===== config.mk =====
export PLATFORM = sky130hd
export DESIGN_NAME = pc_fetch_controller_flat
export DESIGN_NICKNAME = d
export VERILOG_FILES = /design/src/rtl/pc_fetch_controller_if.sv /design/src/rtl/pc_fetch_controller.sv /design/src/flat_wrapper.sv
export SDC_FILE = /design/constraint.sdc
export NUM_CORES = 1
export LEC_CHECK = 0
export CORE_MARGIN = 1.5
export CORE_UTILIZATION = 30
export CTS_CLUSTER_DIAMETER = 100
export DETAILED_ROUTE_END_ITERATION = 10
export HOLD_SLACK_MARGIN = 0.15
export SETUP_SLACK_MARGIN = 0.4
export SYNTH_ARGS = -nofsm -noshare
export SYNTH_HDL_FRONTEND = slang
export SYNTH_SLANG_ARGS = --single-unit

===== constraint.sdc =====
create_clock -name clock -period 3.7 [get_ports clock]
set_input_delay 0.37 -clock clock [delete_from_list [all_inputs] [get_ports clock]]
set_output_delay 0.37 -clock clock [all_outputs]
set_load 0.1 [all_outputs]

===== src/rtl/pc_fetch_controller_if.sv =====
// Fetch-controller bus: instruction-memory request/ack, decode valid/stall,
// branch-decision inputs and program-counter status outputs.
interface pc_fetch_controller_if #(
    parameter int COUNT_WIDTH = 32
);
    logic                   memReq;
    logic [31:0]            memAddr;
    logic                   memAck;
    logic [31:0]            memData;
    logic                   stall;
    logic                   instrValid;
    logic [31:0]            instruction;
    logic                   branchFlag;
    logic                   unconditionalBranchFlag;
    logic                   zeroFlag;
    logic [31:0]            pcOffsetFilled;
    logic [31:0]            PC;
    logic [COUNT_WIDTH-1:0] acceptCount;

    // master: the fetch controller; slave: memory plus decode
    modport master (
        output memReq, memAddr, instrValid, instruction, PC, acceptCount,
        input  memAck, memData, stall, branchFlag, unconditionalBranchFlag,
               zeroFlag, pcOffsetFilled
    );

    modport slave (
        input  memReq, memAddr, instrValid, instruction, PC, acceptCount,
        output memAck, memData, stall, branchFlag, unconditionalBranchFlag,
               zeroFlag, pcOffsetFilled
    );
endinterface


===== src/rtl/pc_fetch_controller.sv =====
// Program-counter owner: fetches one word per request/ack, presents it to decode,
// then applies the branch decision on accept (PC+4 or PC + offset*4).
module pc_fetch_controller #(
    parameter logic [31:0] RESET_PC    = 32'h0000_0000,
    parameter int          COUNT_WIDTH = 32
) (
    input  logic                  clock,
    input  logic                  reset,
    pc_fetch_controller_if.master bus
);

    typedef enum logic [1:0] {
        BOOT    = 2'd0,
        FETCH   = 2'd1,
        PRESENT = 2'd2
    } state_t;

    localparam logic [COUNT_WIDTH-1:0] COUNT_ONE = {{(COUNT_WIDTH-1){1'b0}}, 1'b1};

    state_t                 stateReg, stateNext;
    logic [31:0]            pcReg, pcNext;
    logic [31:0]            instrReg, instrNext;
    logic [COUNT_WIDTH-1:0] countReg, countNext;
    logic                   taken;
    logic [31:0]            branchTarget;

    always_ff @(posedge clock or posedge reset) begin
        if (reset) begin
            stateReg <= BOOT;
            pcReg    <= RESET_PC;
            instrReg <= 32'h0;
            countReg <= '0;
        end else begin
            stateReg <= stateNext;
            pcReg    <= pcNext;
            instrReg <= instrNext;
            countReg <= countNext;
        end
    end

    // Shift drops the offset's top two bits; the add wraps modulo 2^32.
    assign taken        = (bus.zeroFlag & bus.branchFlag) | bus.unconditionalBranchFlag;
    assign branchTarget = pcReg + {bus.pcOffsetFilled[29:0], 2'b00};

    always_comb begin
        stateNext = stateReg;
        pcNext    = pcReg;
        instrNext = instrReg;
        countNext = countReg;
        case (stateReg)
            BOOT: begin
                stateNext = FETCH;
            end
            FETCH: begin
                if (bus.memAck) begin
                    instrNext = bus.memData;
                    stateNext = PRESENT;
                end
            end
            PRESENT: begin
                // Stall freezes everything; branch inputs only matter on accept.
                if (!bus.stall) begin
                    pcNext    = taken ? branchTarget : pcReg + 32'd4;
                    countNext = countReg + COUNT_ONE;
                    stateNext = FETCH;
                end
            end
            default: begin
                stateNext = BOOT;
            end
        endcase
    end

    // Outputs come from registers or the state alone, never straight from inputs.
    assign bus.memReq      = (stateReg == FETCH);
    assign bus.instrValid  = (stateReg == PRESENT);
    assign bus.memAddr     = pcReg;
    assign bus.PC          = pcReg;
    assign bus.instruction = instrReg;
    assign bus.acceptCount = countReg;

endmodule


===== src/flat_wrapper.sv =====
// flat-port wrapper written by rule: the top's interface ports become plain ports
module pc_fetch_controller_flat 
#(
    parameter logic [31:0] RESET_PC    = 32'h0000_0000,
    parameter int          COUNT_WIDTH = 32
)
  (clock, reset, bus_memReq, bus_memAddr, bus_instrValid, bus_instruction, bus_PC, bus_acceptCount, bus_memAck, bus_memData, bus_stall, bus_branchFlag, bus_unconditionalBranchFlag, bus_zeroFlag, bus_pcOffsetFilled);
  pc_fetch_controller_if #(.COUNT_WIDTH(COUNT_WIDTH)) bus_i ();
  input  logic clock;
  input  logic reset;
  output wire logic [$bits(bus_i.memReq)-1:0] bus_memReq;
  output wire logic [$bits(bus_i.memAddr)-1:0] bus_memAddr;
  output wire logic [$bits(bus_i.instrValid)-1:0] bus_instrValid;
  output wire logic [$bits(bus_i.instruction)-1:0] bus_instruction;
  output wire logic [$bits(bus_i.PC)-1:0] bus_PC;
  output wire logic [$bits(bus_i.acceptCount)-1:0] bus_acceptCount;
  input wire logic [$bits(bus_i.memAck)-1:0] bus_memAck;
  input wire logic [$bits(bus_i.memData)-1:0] bus_memData;
  input wire logic [$bits(bus_i.stall)-1:0] bus_stall;
  input wire logic [$bits(bus_i.branchFlag)-1:0] bus_branchFlag;
  input wire logic [$bits(bus_i.unconditionalBranchFlag)-1:0] bus_unconditionalBranchFlag;
  input wire logic [$bits(bus_i.zeroFlag)-1:0] bus_zeroFlag;
  input wire logic [$bits(bus_i.pcOffsetFilled)-1:0] bus_pcOffsetFilled;
  assign bus_memReq = bus_i.memReq;
  assign bus_memAddr = bus_i.memAddr;
  assign bus_instrValid = bus_i.instrValid;
  assign bus_instruction = bus_i.instruction;
  assign bus_PC = bus_i.PC;
  assign bus_acceptCount = bus_i.acceptCount;
  assign bus_i.memAck = bus_memAck;
  assign bus_i.memData = bus_memData;
  assign bus_i.stall = bus_stall;
  assign bus_i.branchFlag = bus_branchFlag;
  assign bus_i.unconditionalBranchFlag = bus_unconditionalBranchFlag;
  assign bus_i.zeroFlag = bus_zeroFlag;
  assign bus_i.pcOffsetFilled = bus_pcOffsetFilled;
  pc_fetch_controller #(.RESET_PC(RESET_PC), .COUNT_WIDTH(COUNT_WIDTH)) u_core (.clock(clock), .reset(reset), .bus(bus_i));
endmodule

==> key figures, run 1 <==
Floorplanning
  • Core Area: 18,770 sq um
  • Die Y: 141.5 um
  • Initial cell density of the core: 30.65%
  • Top Ports: 201
  • DIE WIDTH: 141.5 um
  • # rows: 50
  • Die Area: 20,020 sq um

Worst hold path
  • Hold WC Path Type: reg2reg
  • Hold_sp: u_core.bus.acceptCount[31]$_DFFE_PP0P_

Placed design
  • Post-placement cell count: 1,002
  • Pre-CTS setup slack: 0.09875 ns
  • Gpl congestion: 0.8075
  • Detailed placement HPWL: 11.48 mm
  • Port bufs: 194

GRT
  • Antenna violations before repair: 0
  • Largest net degree at the start of global routing: 60
  • GRT Total Usage: 15.21%
  • First-pass GRT wire length: 23.94 mm
  • Remaining Overflow, GRT: 0
  • Vias in the first global route: 4,566

Setup path
  • Worst path buffer plus inverter count: 3
  • Critical Path RT: 3.93 ns
  • Family with the most delay on the worst path: compound AO/OA/AOI/OAI gates
  • Worst setup EP type: flip-flop
  • Slowest CP cell: clkdlybuf4s50_1
  • Startpoint types: input port
  • Arrival @ worst endpoint: 3.39 ns
  • Crit-path max cell delay: 0.41 ns
  • CP Class: in2reg
  • Crit path cell chain: clkdlybuf4s50_1 -> a21oi_2 -> buf_6 -> nand2b_1 -> inv_1 -> ha_1 -> a21oi_1 -> nand4b_1 -> a21oi_1 -> nor3_1 -> nor3_2 -> o21ai_1 -> nor2_1 -> mux2_1 -> o32a_1
  • Most Frequent Cell on Critical Path: a21oi_1
  • Crit path launch: bus_zeroFlag
  • Crit Path Max Fanout: 8
  • Reg-to-Reg Start: u_core.bus.PC[5]$_DFFE_PP0P_

Synth
  • Yosys cell types: 52
  • FFs w/ async S/R, synth: 100.0%
  • Dominant synthesized flop cell: dfrtp_1
  • Yosys top cell area share: 41.76%
  • Post-synthesis instance area: 5753 sq um
  • Mean instance size in the synthesized netlist: 9.734 sq um
  • Mapped Cells: 591
  • Synth area leaders: dfrtp_1 42%, ha_1 6.5%, mux2_2 6.5%
  • YS warnings: 0
  • Cell taking the most area after synthesis: dfrtp_1
  • Yosys reg bits: 96
  • EDFF count, synth: 0
  • Post-synthesis sequential area ratio: 41.76%

Drt
  • # DRC: 0
  • Total iterations of the first detailed-routing run: 4
  • Post-route ant nets: 0
  • Vias per inst: 4.653
  • WL met1: 7.014 mm
  • DR iter-0 viols: 184
  • Final wirelength: 15.09 mm
  • Top routing layer in use: met4
  • DR WL/cell: 14.82 um
  • Metal3 WL: 702 um
  • Met2 WL post-DR: 7.142 mm
  • Vias: 4,737

Timing
  • Setup-failing EPs final: 0
  • RSZ-0062 raised after global routing: false
  • Final WS setup: 0.5441 ns
  • Total negative slack: 0 ns
  • Max-slew violation count: 0
  • Skew final: 0.009793 ns
  • Final hold vios: 0
  • Slew at the pin closest to its max-slew limit: 1.049 ns
  • Slew Limit Headroom: 29.83%
  • Tmin final: 3.156 ns
  • Fin crit share: 85.29%
  • Maximum clock frequency: 316.9 MHz

Layout
  • Share of post-route cells with drive strength above 1: 12.37%
  • # diodes: 0
  • Fillcell total: 1,843
  • Final #Nets: 881
  • Post-Route Utilization: 43.97%
  • Area grow syn2layout: 43.43%
  • Post-Layout Cell Count: 1,018

Clocking
  • Hold Buf Count CTS: 0
  • CTS resizes: 0
  • Clock latency on the worst-skew pair: 0.35 ns
  • Clock tree buffer depth: 2
  • Clock sinks: 96
  • CTS tree: built
  • # Post-CTS Setup Buffers: 0
  • Worst-path clk slew: 0.08 ns
  • Cell chosen for the clock root: clkbuf_16
  • Htree depth: 3
  • CTS buffer count: 9

Run status
  • Status: completed

Job
  • Max-cap violation count: 0
stage by stage:
| stage | cell area (sq um) | hold slack (ns) |
|---|---|---|
| 5_1_grt | 8252 | 0.5148 |
| 3_3_place_gp | 7943 | 0.4645 |
| 2_1_floorplan | 5767 | 0.4664 |
| 4_1_cts | 8222 | 0.4881 |
| 3_5_place_dp | 7943 | 0.4707 |
| 6_report | 8252 | 0.4835 |
flip-flops by register name (all words and copies together) (netlist names):
name	flops
u_core.bus.instruction	32
u_core.stateReg	2
u_core.bus.acceptCount	32
u_core.bus.PC	30
synthesized netlist by cell type, types with 13 or more instances:
cell type  count
dfrtp_1       96
nand2_1       72
xnor2_1       37
buf_4         36
nor2b_1       35
o21ai_0       35
a21oi_1       33
mux2_2        33
ha_1          30
nor2_1        23
nand3_1       21
xor2_1        20
clkbuf_1      13
routing by layer:
| metal | up-vias | track usage, % |
|---|---|---|
| met3 | 14 | 3.409 |
| met2 | 117 | 24.85 |
| met1 | 2230 | 20.19 |
| met5 | - | 0 |
| met4 | 0 | 4.449 |
| li1 | 2376 | - |
cells by family (layout without fill, tap and decap cells):
| kind of cell | count (synthesis) | in the layout | synth area share, % |
|---|---|---|---|
| other | 1 | 4 | 0.06518 |
| buffers and inverters | 60 | 250 | 6.264 |
| xor gates and xnor gates | 57 | 57 | 8.678 |
| DFF | 96 | 96 | 41.76 |
| adders and majority gates | 31 | 31 | 6.873 |
| muxes | 35 | 35 | 6.829 |
| AOI/OAI and AO/OA | 113 | 113 | 12.48 |
| and+or+nand+nor | 198 | 198 | 17.05 |
worst register-to-register path, delay by kind of cell (launching register included):
family	cells	cell delay, ns
mux	1	0.31
flops	1	0.43
simple gates	3	0.59
compound gates	5	0.98
fa+ha+maj	1	0.36
layout by cell type (no fill, tap or decap), types with 9 or more instances in the layout:
master / instances
clkbuf_16: 9
dfrtp_1: 96
o21ai_0: 35
nand2_1: 72
xnor2_1: 37
clkdlybuf4s50_1: 194
and3_1: 10
nor2b_1: 35
a21oi_1: 31
nand4_1: 9
nand3_1: 21
mux2_2: 33
a21o_1: 11
xor2_1: 20
ha_1: 29
nor2_1: 23
buf_4: 29
layout make-up:
cell class                      count  area (sq um)  area share, %
Multi-Input combinational cell    438          3034          36.77
Sequential cell                    96          2402          29.11
Clock buffer                       10         229.0          2.775
Clock inverter                      6         50.05         0.6065
Tap cell                          234         292.8          3.548
Inverter                            8         32.53         0.3942
Timing Repair Buffer              226          2211          26.79
path summary, 6_finish.rpt:
path	to	slack [ns]	cells after the start
max in group asynchronous	u_core.bus.PC[19]$_DFFE_PP0P_	2.50	3
setup / recovery	u_core.bus.PC[29]$_DFFE_PP0P_	0.54	15
setup reg to reg	u_core.bus.PC[29]$_DFFE_PP0P_	0.92	10
hold reg to reg	u_core.bus.acceptCount[31]$_DFFE_PP0P_	0.48	1
hold / removal	u_core.bus.acceptCount[31]$_DFFE_PP0P_	0.48	1
min in group asynchronous	u_core.bus.instruction[9]$_DFFE_PP0P_	0.51	2
Power of run 1 is not shown: default switching activity piles up to over one toggle a cycle in this logic, so the estimate is an artifact.
==> run 2: changes to the inputs <==
- PLACE_DENSITY_LB_ADDON: not set -> 0.25
- SKIP_LAST_GASP: not set -> 1
==> run 2 against run 1 <==
Critical path type unchanged. Highest routed layer unchanged. Largest cell class unchanged. Die area unchanged. Setup slack improved by 0.0012 ns. Via count increased by 3.1%.
==> key figures, run 2 (synthesis results as in run 1) <==
Clocking
  • CTS tree: built
  • Htree depth: 3
  • Worst-path clk slew: 0.07 ns
  • Clock latency on the worst-skew pair: 0.35 ns
  • Hold Buf Count CTS: 0
  • Clock sinks: 96
  • CTS buffer count: 9
  • Clock tree buffer depth: 2
  • Cell chosen for the clock root: clkbuf_16

GRT
  • Largest net degree at the start of global routing: 89
  • First-pass GRT wire length: 25.31 mm
  • Antenna violations before repair: 0
  • Vias in the first global route: 4,962
  • GRT Total Usage: 15.80%
  • Remaining Overflow, GRT: 0

Floorplanning
  • Top Ports: 201
  • Die Area: 20,020 sq um
  • Initial cell density of the core: 30.65%
  • DIE WIDTH: 141.5 um
  • # rows: 50
  • Die Y: 141.5 um
  • Core Area: 18,770 sq um

Drt
  • Total iterations of the first detailed-routing run: 4
  • DR iter-0 viols: 276
  • Final wirelength: 15.71 mm
  • Vias per inst: 4.791
  • # DRC: 0
  • Post-route ant nets: 0
  • Vias: 4,882
  • DR WL/cell: 15.42 um

Timing
  • Setup-failing EPs final: 0
  • Tmin final: 3.155 ns
  • Maximum clock frequency: 317.0 MHz
  • Fin crit share: 85.26%
  • Slew Limit Headroom: 25.88%
  • Skew final: 0.007059 ns
  • Slew at the pin closest to its max-slew limit: 1.112 ns
  • Total negative slack: 0 ns
  • Final WS setup: 0.5453 ns
  • RSZ-0062 raised after global routing: false
  • Final hold vios: 0
  • Max-slew violation count: 0

Layout
  • Fillcell total: 1,806
  • Area grow syn2layout: 44.11%
  • Final #Nets: 882
  • Share of post-route cells with drive strength above 1: 12.74%
  • Commonest non-fill, non-tap cell in the layout: clkdlybuf4s50_1
  • # diodes: 0
  • Commonest non-fill, non-tap cells in the layout: 194 x clkdlybuf4s50_1, 96 x dfrtp_1, 72 x nand2_1

Setup path
  • Flop-to-flop setup slack: 0.93 ns
  • CP Class: in2reg
  • Crit Path Max Fanout: 10
  • Arrival @ worst endpoint: 3.38 ns
  • Worst setup EP type: flip-flop
  • Critical Path RT: 3.93 ns
  • Startpoint types: input port

Placed design
  • Detailed placement HPWL: 11.97 mm
  • Pre-CTS setup slack: 0.08391 ns
  • Gpl congestion: 0.8374
  • Port bufs: 194

Job
  • Max-cap violation count: 0

Worst hold path
  • Hold WC Path Type: reg2reg

Run status
  • Status: completed
==> run 2: cell types whose count changed in the layout (fill, tap and decap cells not counted), sizes merged <==
| cell | previous run | this run |
|---|---|---|
| clkbuf | 10 | 11 |
| clkinv | 1 | 3 |
| clkinvlp | 2 | 0 |
==> run 2: layout make-up <==
class	instances	area [sq um]	share of cell area [%]
well taps	234	292.8	3.532
clock inverters	6	62.56	0.7546
flip-flops and latches	96	2402	28.98
clock buffers	10	229.0	2.762
repair buffers	227	2223	26.82
inverters	8	32.53	0.3924
multi-input cells	438	3048	36.76
==> run 2: stage by stage <==
step	instance area [sq um]	std cells	hold WS, ns	util, %
after floorplan	5767	594	0.4664	-
after global placement	7915	1000	0.4626	42.17
after detailed placement	7915	1000	0.4650	42.17
after CTS	8207	1016	0.4832	43.73
after global routing	8290	1019	0.5004	44.17
final	8290	1019	0.4743	44.17
==> run 2: final timing paths <==
path                                                        startpoint                                endpoint  cells after the start
worst max register to register          u_core.stateReg[0]$_DFFE_PP0P_  u_core.bus.acceptCount[25]$_DFFE_PP0P_                      9
max in group asynchronous                                        reset           u_core.bus.PC[14]$_DFFE_PP0P_                      3
worst min register to register  u_core.bus.acceptCount[31]$_DFFE_PP0P_  u_core.bus.acceptCount[31]$_DFFE_PP0P_                      1
worst max-delay path                                      bus_zeroFlag           u_core.bus.PC[29]$_DFFE_PP0P_                     14
min in group asynchronous                                        reset  u_core.bus.instruction[24]$_DFFE_PP0P_                      2
worst min-delay path            u_core.bus.acceptCount[31]$_DFFE_PP0P_  u_core.bus.acceptCount[31]$_DFFE_PP0P_                      1
==> run 2: worst max-delay path, cell delays in order <==
cell and delay [ns]:
clkdlybuf4s50_1 0.41, a21oi_2 0.16, buf_6 0.15, buf_4 0.15
clkbuf_16 0.16, nor2b_1 0.05, ha_1 0.29, nand4_1 0.14
or3_1 0.36, nor3_2 0.18, o21ai_1 0.12, nor2_1 0.15
mux2_1 0.35, o32a_1 0.34
==> run 2: routing by layer <==
metal | part of all wire (%) | track usage, % | wire [um] | vias to the layer above
met5 | 0 | 0 | 0 | -
met4 | 2.1 | 4.775 | 331 | 0
met3 | 3.7 | 3.341 | 576 | 19
met2 | 50 | 26.96 | 7795 | 112
met1 | 45 | 20.09 | 7009 | 2361
li1 | - | - | - | 2390
==> run 2: timing repair <==
item	4_1_cts	5_1_grt
setup endpoints to repair	0	7
gates resized for setup	0	10
setup buffers	0	2
Power of run 2 is left out for the same reason.
==> run 3: changes to the inputs <==
- CTS_BUF_LIST: not set -> sky130_fd_sc_hd__clkbuf_16
- GPL_ROUTABILITY_DRIVEN: not set -> 0
==> run 3 against run 2 <==
First-iteration DRC count shrank 27%. Fmax decreased by 0.54%. Hold slack better by 0.0085 ns. Cell count is essentially flat. Count of clock-buffer cells in the layout is 1 lower. Die area unchanged. Routed wire length increased by 0.50%. Clock skew rose by 0.0015 ns. Critical path depth rose by 2. Non-clock buffer count up 1. Setup slack worse by 0.017 ns. Critical endpoint is now u_core.bus.PC[19]$_DFFE_PP0P_.
==> key figures, run 3 (synthesis results as in run 1) <==
Setup path
  • Critical Path RT: 3.91 ns
  • Arrival @ worst endpoint: 3.38 ns
  • RR Endpoint: u_core.bus.acceptCount[31]$_DFFE_PP0P_
  • Family with the most delay on the worst path: compound AO/OA/AOI/OAI gates
  • Flop-to-flop setup slack: 0.90 ns
  • Slowest CP cell: clkdlybuf4s50_1
  • Startpoint types: input port
  • R2R depth: 9
  • Crit path cell chain: clkdlybuf4s50_1 -> a21oi_4 -> buf_12 -> nand2b_1 -> inv_1 -> ha_1 -> a21oi_1 -> nand4b_1 -> a21oi_1 -> buf_4 -> or3_1 -> a21oi_2 -> o21ba_2 -> o21ai_0 -> xnor2_1 -> o21ai_0
  • CP Class: in2reg
  • Worst setup EP type: flip-flop
  • Worst path buffer plus inverter count: 4
  • Reg-to-Reg Start: u_core.stateReg[0]$_DFFE_PP0P_
  • Crit-path max cell delay: 0.44 ns
  • Crit Path Max Fanout: 7

Clocking
  • Clock sinks: 96
  • Htree depth: 3
  • CTS buffer count: 9
  • Clock latency on the worst-skew pair: 0.35 ns
  • Clock tree buffer depth: 2
  • Hold Buf Count CTS: 0
  • Worst-path clk slew: 0.08 ns
  • Cell chosen for the clock root: clkbuf_16
  • CTS tree: built

Floorplanning
  • Die Y: 141.5 um
  • Initial cell density of the core: 30.65%
  • # rows: 50
  • Die Area: 20,020 sq um
  • Top Ports: 201
  • DIE WIDTH: 141.5 um
  • Core Area: 18,770 sq um

Layout
  • Post-Route Utilization: 44.12%
  • Fillcell total: 1,787
  • Sequential Area: 2402 sq um
  • Commonest non-fill, non-tap cell in the layout: clkdlybuf4s50_1
  • Area of the multi-input gates: 3042 sq um
  • Commonest non-fill, non-tap cells in the layout: 192 x clkdlybuf4s50_1, 96 x dfrtp_1, 72 x nand2_1
  • # diodes: 0
  • Share of post-route cells with drive strength above 1: 12.72%
  • Area grow syn2layout: 43.93%
  • Post-Layout Cell Count: 1,020
  • Final #Nets: 883
  • Cell area after layout: 8280 sq um

Timing
  • Maximum clock frequency: 315.3 MHz
  • Setup-failing EPs final: 0
  • Slew at the pin closest to its max-slew limit: 1.046 ns
  • Tmin final: 3.172 ns
  • Final hold vios: 0
  • Skew final: 0.008538 ns
  • Slew Limit Headroom: 30.07%
  • Fin crit share: 85.72%
  • Max-slew violation count: 0
  • Total negative slack: 0 ns
  • RSZ-0062 raised after global routing: true

Drt
  • Total iterations of the first detailed-routing run: 4
  • Post-route ant nets: 0
  • Vias: 4,881
  • DR WL/cell: 15.48 um
  • # DRC: 0
  • Final wirelength: 15.79 mm
  • Vias per inst: 4.785
  • DR iter-0 viols: 201

GRT
  • Largest net degree at the start of global routing: 65
  • First-pass GRT wire length: 24.50 mm
  • Vias in the first global route: 4,893
  • Antenna violations before repair: 0
  • Remaining Overflow, GRT: 0
  • GRT Total Usage: 15.42%

Job
  • Max-cap violation count: 0

Run status
  • Status: completed

Worst hold path
  • Hold WC Path Type: reg2reg
  • Hold endpoint: u_core.bus.acceptCount[31]$_DFFE_PP0P_
  • Hold_sp: u_core.bus.acceptCount[31]$_DFFE_PP0P_
  • Worst hold path cell count: 1

Placed design
  • Detailed placement HPWL: 11.97 mm
  • Post-placement cell count: 1,000
  • Dpl cell area: 7915 sq um
  • Port bufs: 194
run 3: worst register-to-register path, stage by stage, from the launching register on:
cell and delay (ns):
dfrtp_1 0.39, and2b_1 0.26, and2b_1 0.46, and3_1 0.28, nand3_1 0.12, nor2_2 0.15
nand4_1 0.31, nor2_1 0.42, nand4_1 0.16, xnor2_1 0.15
run 3: per-stage QoR:
| step | hold slack, ns | setup WS (ns) |
|---|---|---|
| after floorplan | 0.4664 | 0.4857 |
| after global placement | 0.4625 | 0.09230 |
| after detailed placement | 0.4712 | 0.04688 |
| after CTS | 0.4818 | 0.4142 |
| after global routing | 0.4909 | 0.3786 |
| final | 0.4827 | 0.5282 |
run 3: routing by layer:
layer	wire length, um	up-vias	share of wire [%]	global-route usage (%)
li1	-	2391	-	-
met1	6929	2352	44	19.24
met2	7847	117	50	26.37
met3	595	21	3.8	2.295
met4	420	0	2.7	7.108
met5	0	-	0	0
run 3: how the worst max path moves through the flow:
stage                                 from                            end  slack (ns)  cells after the start
2_1_floorplan                 bus_zeroFlag  u_core.bus.PC[28]$_DFFE_PP0P_        0.49                     16
3_3_place_gp                  bus_zeroFlag  u_core.bus.PC[28]$_DFFE_PP0P_        0.09                     16
3_5_place_dp                  bus_zeroFlag  u_core.bus.PC[28]$_DFFE_PP0P_        0.05                     16
4_1_cts                       bus_zeroFlag  u_core.bus.PC[28]$_DFFE_PP0P_        0.41                     16
5_1_grt        bus_unconditionalBranchFlag  u_core.bus.PC[24]$_DFFE_PP0P_        0.38                     16
6_report       bus_unconditionalBranchFlag  u_core.bus.PC[19]$_DFFE_PP0P_        0.53                     16
run 3: timing repair:
| item | CTS | global route |
|---|---|---|
| buffers inserted | 0 | 3 |
| setup endpoints to repair | 0 | 7 |
| gates resized for setup | 0 | 10 |
run 3: final cells by class:
type                       instances  area share [%]
tap                              234           3.536
timing repair buffer             228           26.96
sequential                        96           29.01
clock inverter                     7          0.6497
clock buffer                       9           2.720
multi-input combinational        438           36.73
inverter                           8          0.3929
Power of run 3 is left out for the same reason.
==> variant (config.mk and constraints of run 3) <==
The 3 states of `state_t` get a one-hot encoding in 3 bits.
--- a/src/rtl/pc_fetch_controller.sv
+++ b/src/rtl/pc_fetch_controller.sv
@@ -10,8 +10,8 @@
 );
 
-    typedef enum logic [1:0] {
-        BOOT    = 2'd0,
-        FETCH   = 2'd1,
-        PRESENT = 2'd2
+    typedef enum logic [2:0] {
+        BOOT    = 3'b001,
+        FETCH   = 3'b010,
+        PRESENT = 3'b100
     } state_t;
 
Check against the original RTL: same outputs for any inputs over 10 cycles, from zero or initial values and one cycle with reset high; not proved beyond that.
==> variant against run 3 <==
- setup slack better by 0.060 ns
- critical endpoint is now u_core.bus.PC[17]$_DFFE_PP0P_
- design area grew 1.5%
- count of clock-buffer cells in the layout stayed put
- utilization is 0.92 points lower
- routed wire length up 1.2%
- area after synthesis grew 3.8%
- die area is 3.7% higher
- largest cell class unchanged
- clock skew fell by 0.0035 ns
- sequential cell count up 1
Power is left out: the tool's default activity adds up to more than one toggle a clock period on the data nets, which glitch-free logic cannot reach.
==> variant: results (changes against run 3) <==
| Metric | Value |
|---|---|
| Vias post-DR | `5015 (was 4881)` |
| Area contributors post-synth | `dfrtp_1, ha_1, mux2_2 (unchanged)` |
| Final HPWL DP | `12200 µm (was 12000 µm)` |
| Grt met2 use | `26.5% (was 26.4%)` |
| Total CTS buffers | `9 (unchanged)` |
| FF-to-FF Start | `u_core.bus.PC[2]$_DFFE_PP0P_ (was u_core.stateReg[0]$_DFFE_PP0P_)` |
| Max-slew headroom | `31.0% (was 30.1%)` |
| Met1 Use GR | `19.6% (was 19.2%)` |
| Dpl ws | `0.0917 ns (was 0.0469 ns)` |
| Max H-tree Level | `3 (unchanged)` |
| Critical Path Source | `bus_zeroFlag (was bus_unconditionalBranchFlag)` |
| Initial drt markers | `239 (was 201)` |
| Hold Startpoint | `u_core.bus.acceptCount[31]$_DFFE_PP0P_ (unchanged)` |
| Total GRT Usage | `15.3% (was 15.4%)` |
| Worst EP arrival | `3.29 ns (was 3.38 ns)` |
| DRT Pass-1 Iters | `4 (unchanged)` |
| Share of layout cells above drive strength 1 | `12.0% (was 12.7%)` |
| Met3 Use GR | `2.65% (was 2.29%)` |
| Post-synth top cells | `dfrtp_1, nand2_1, xnor2_1, a21oi_1, buf_4 (was dfrtp_1, nand2_1, xnor2_1, buf_4)` |
| Largest net degree at the start of global routing | `64 (was 65)` |
| Seq/Total Area, Yosys | `40.7% (was 41.8%)` |
| Nets | `890 (was 883)` |
| Max clock buf depth | `2 (unchanged)` |
| Crit Path Max Fanout | `14 (was 7)` |
| Outcome | `finished, final reports clean (unchanged)` |
| Worst Hold Class | `reg2reg (unchanged)` |
| FF-to-FF path depth | `10 (was 9)` |
| Clk Latency, worst-skew pair | `0.35 ns (about the same)` |
| Initial antenna violation count | `0 (unchanged)` |
| Netlist cell types | `61 (was 52)` |
| Drt wl/cell | `15.1 µm (was 15.5 µm)` |
| Post-CTS setup buffer count | `0 (unchanged)` |
| Global-route wire length before repair | `25000 µm (was 24500 µm)` |
| Setup Skew | `0.00500 ns (was 0.00854 ns)` |
| Layout filler cell count | `1916 (was 1787)` |
| Vias in the first global route | `4923 (was 4893)` |
## variant: cell count changes after synthesis, sizes merged, moves of 4 or more
cell and change:
clkbuf +10, nand4 +7, o21ai -10, xor2 -6, nor3 +6, a21o -5, nor2b -4, o31ai +6
and4 +4, nand2 -5
## variant: layout make-up
| cell class | instances | area share (%) |
|---|---|---|
| Clock inverter | 7 | 0.699 |
| Inverter | 11 | 0.521 |
| Sequential cell | 97 | 28.9 |
| Clock buffer | 9 | 2.68 |
| Timing Repair Buffer | 218 | 25.4 |
| Tap cell | 265 | 3.94 |
| Multi-Input combinational cell | 451 | 37.9 |
## variant: final timing paths
kind | to | slack, ns
min in group asynchronous | u_core.bus.instruction[18]$_DFFE_PP0P_ | 0.54
max in group asynchronous | u_core.bus.PC[11]$_DFFE_PP0P_ | 2.35
setup reg to reg | u_core.bus.PC[28]$_DFFE_PP0P_ | 0.95
hold / removal | u_core.bus.acceptCount[31]$_DFFE_PP0P_ | 0.48
setup / recovery | u_core.bus.PC[17]$_DFFE_PP0P_ | 0.59
hold reg to reg | u_core.bus.acceptCount[31]$_DFFE_PP0P_ | 0.48
## variant: what timing repair did
item / in CTS / in global routing
hold buffers: 0 / 0
setup endpoints to repair: 0 / 4
resized for setup: 0 / 4
## variant: kinds of logic after synthesis
group / after synthesis / synth area share [%]
simple gates: 217 / 18.8
compound gates: 114 / 13.2
flops: 97 / 40.7
buf+inv: 73 / 6.81
xor+xnor: 49 / 7.19
mux: 36 / 6.73
fa+ha+maj: 31 / 6.62
other cells: 1 / 0.0628
## variant: worst max-delay path: stages
cell and delay, ns:
clkdlybuf4s50_1 0.45, a21oi_4 0.24, buf_12 0.17, nor2b_1 0.05, ha_1 0.31, and2_1 0.19
a311o_1 0.36, o211a_1 0.26, o21bai_1 0.39, a21oi_1 0.16, mux2i_1 0.19, o311ai_0 0.15
## variant: layer usage
metal	share of wire, %	routed length (µm)
met1	44	7000
met5	0	0
met2	51	8100
met4	1.2	190
met3	4.3	688
## variant: metrics by stage
step                      instances  area (µm²)  utilization (%)
after global routing           1058        8410             43.2
after floorplan                 621        5980                -
after CTS                      1058        8380             43.1
after detailed placement       1042        8100             41.6
after global placement         1042        8100             41.6
final                          1058        8410             43.2
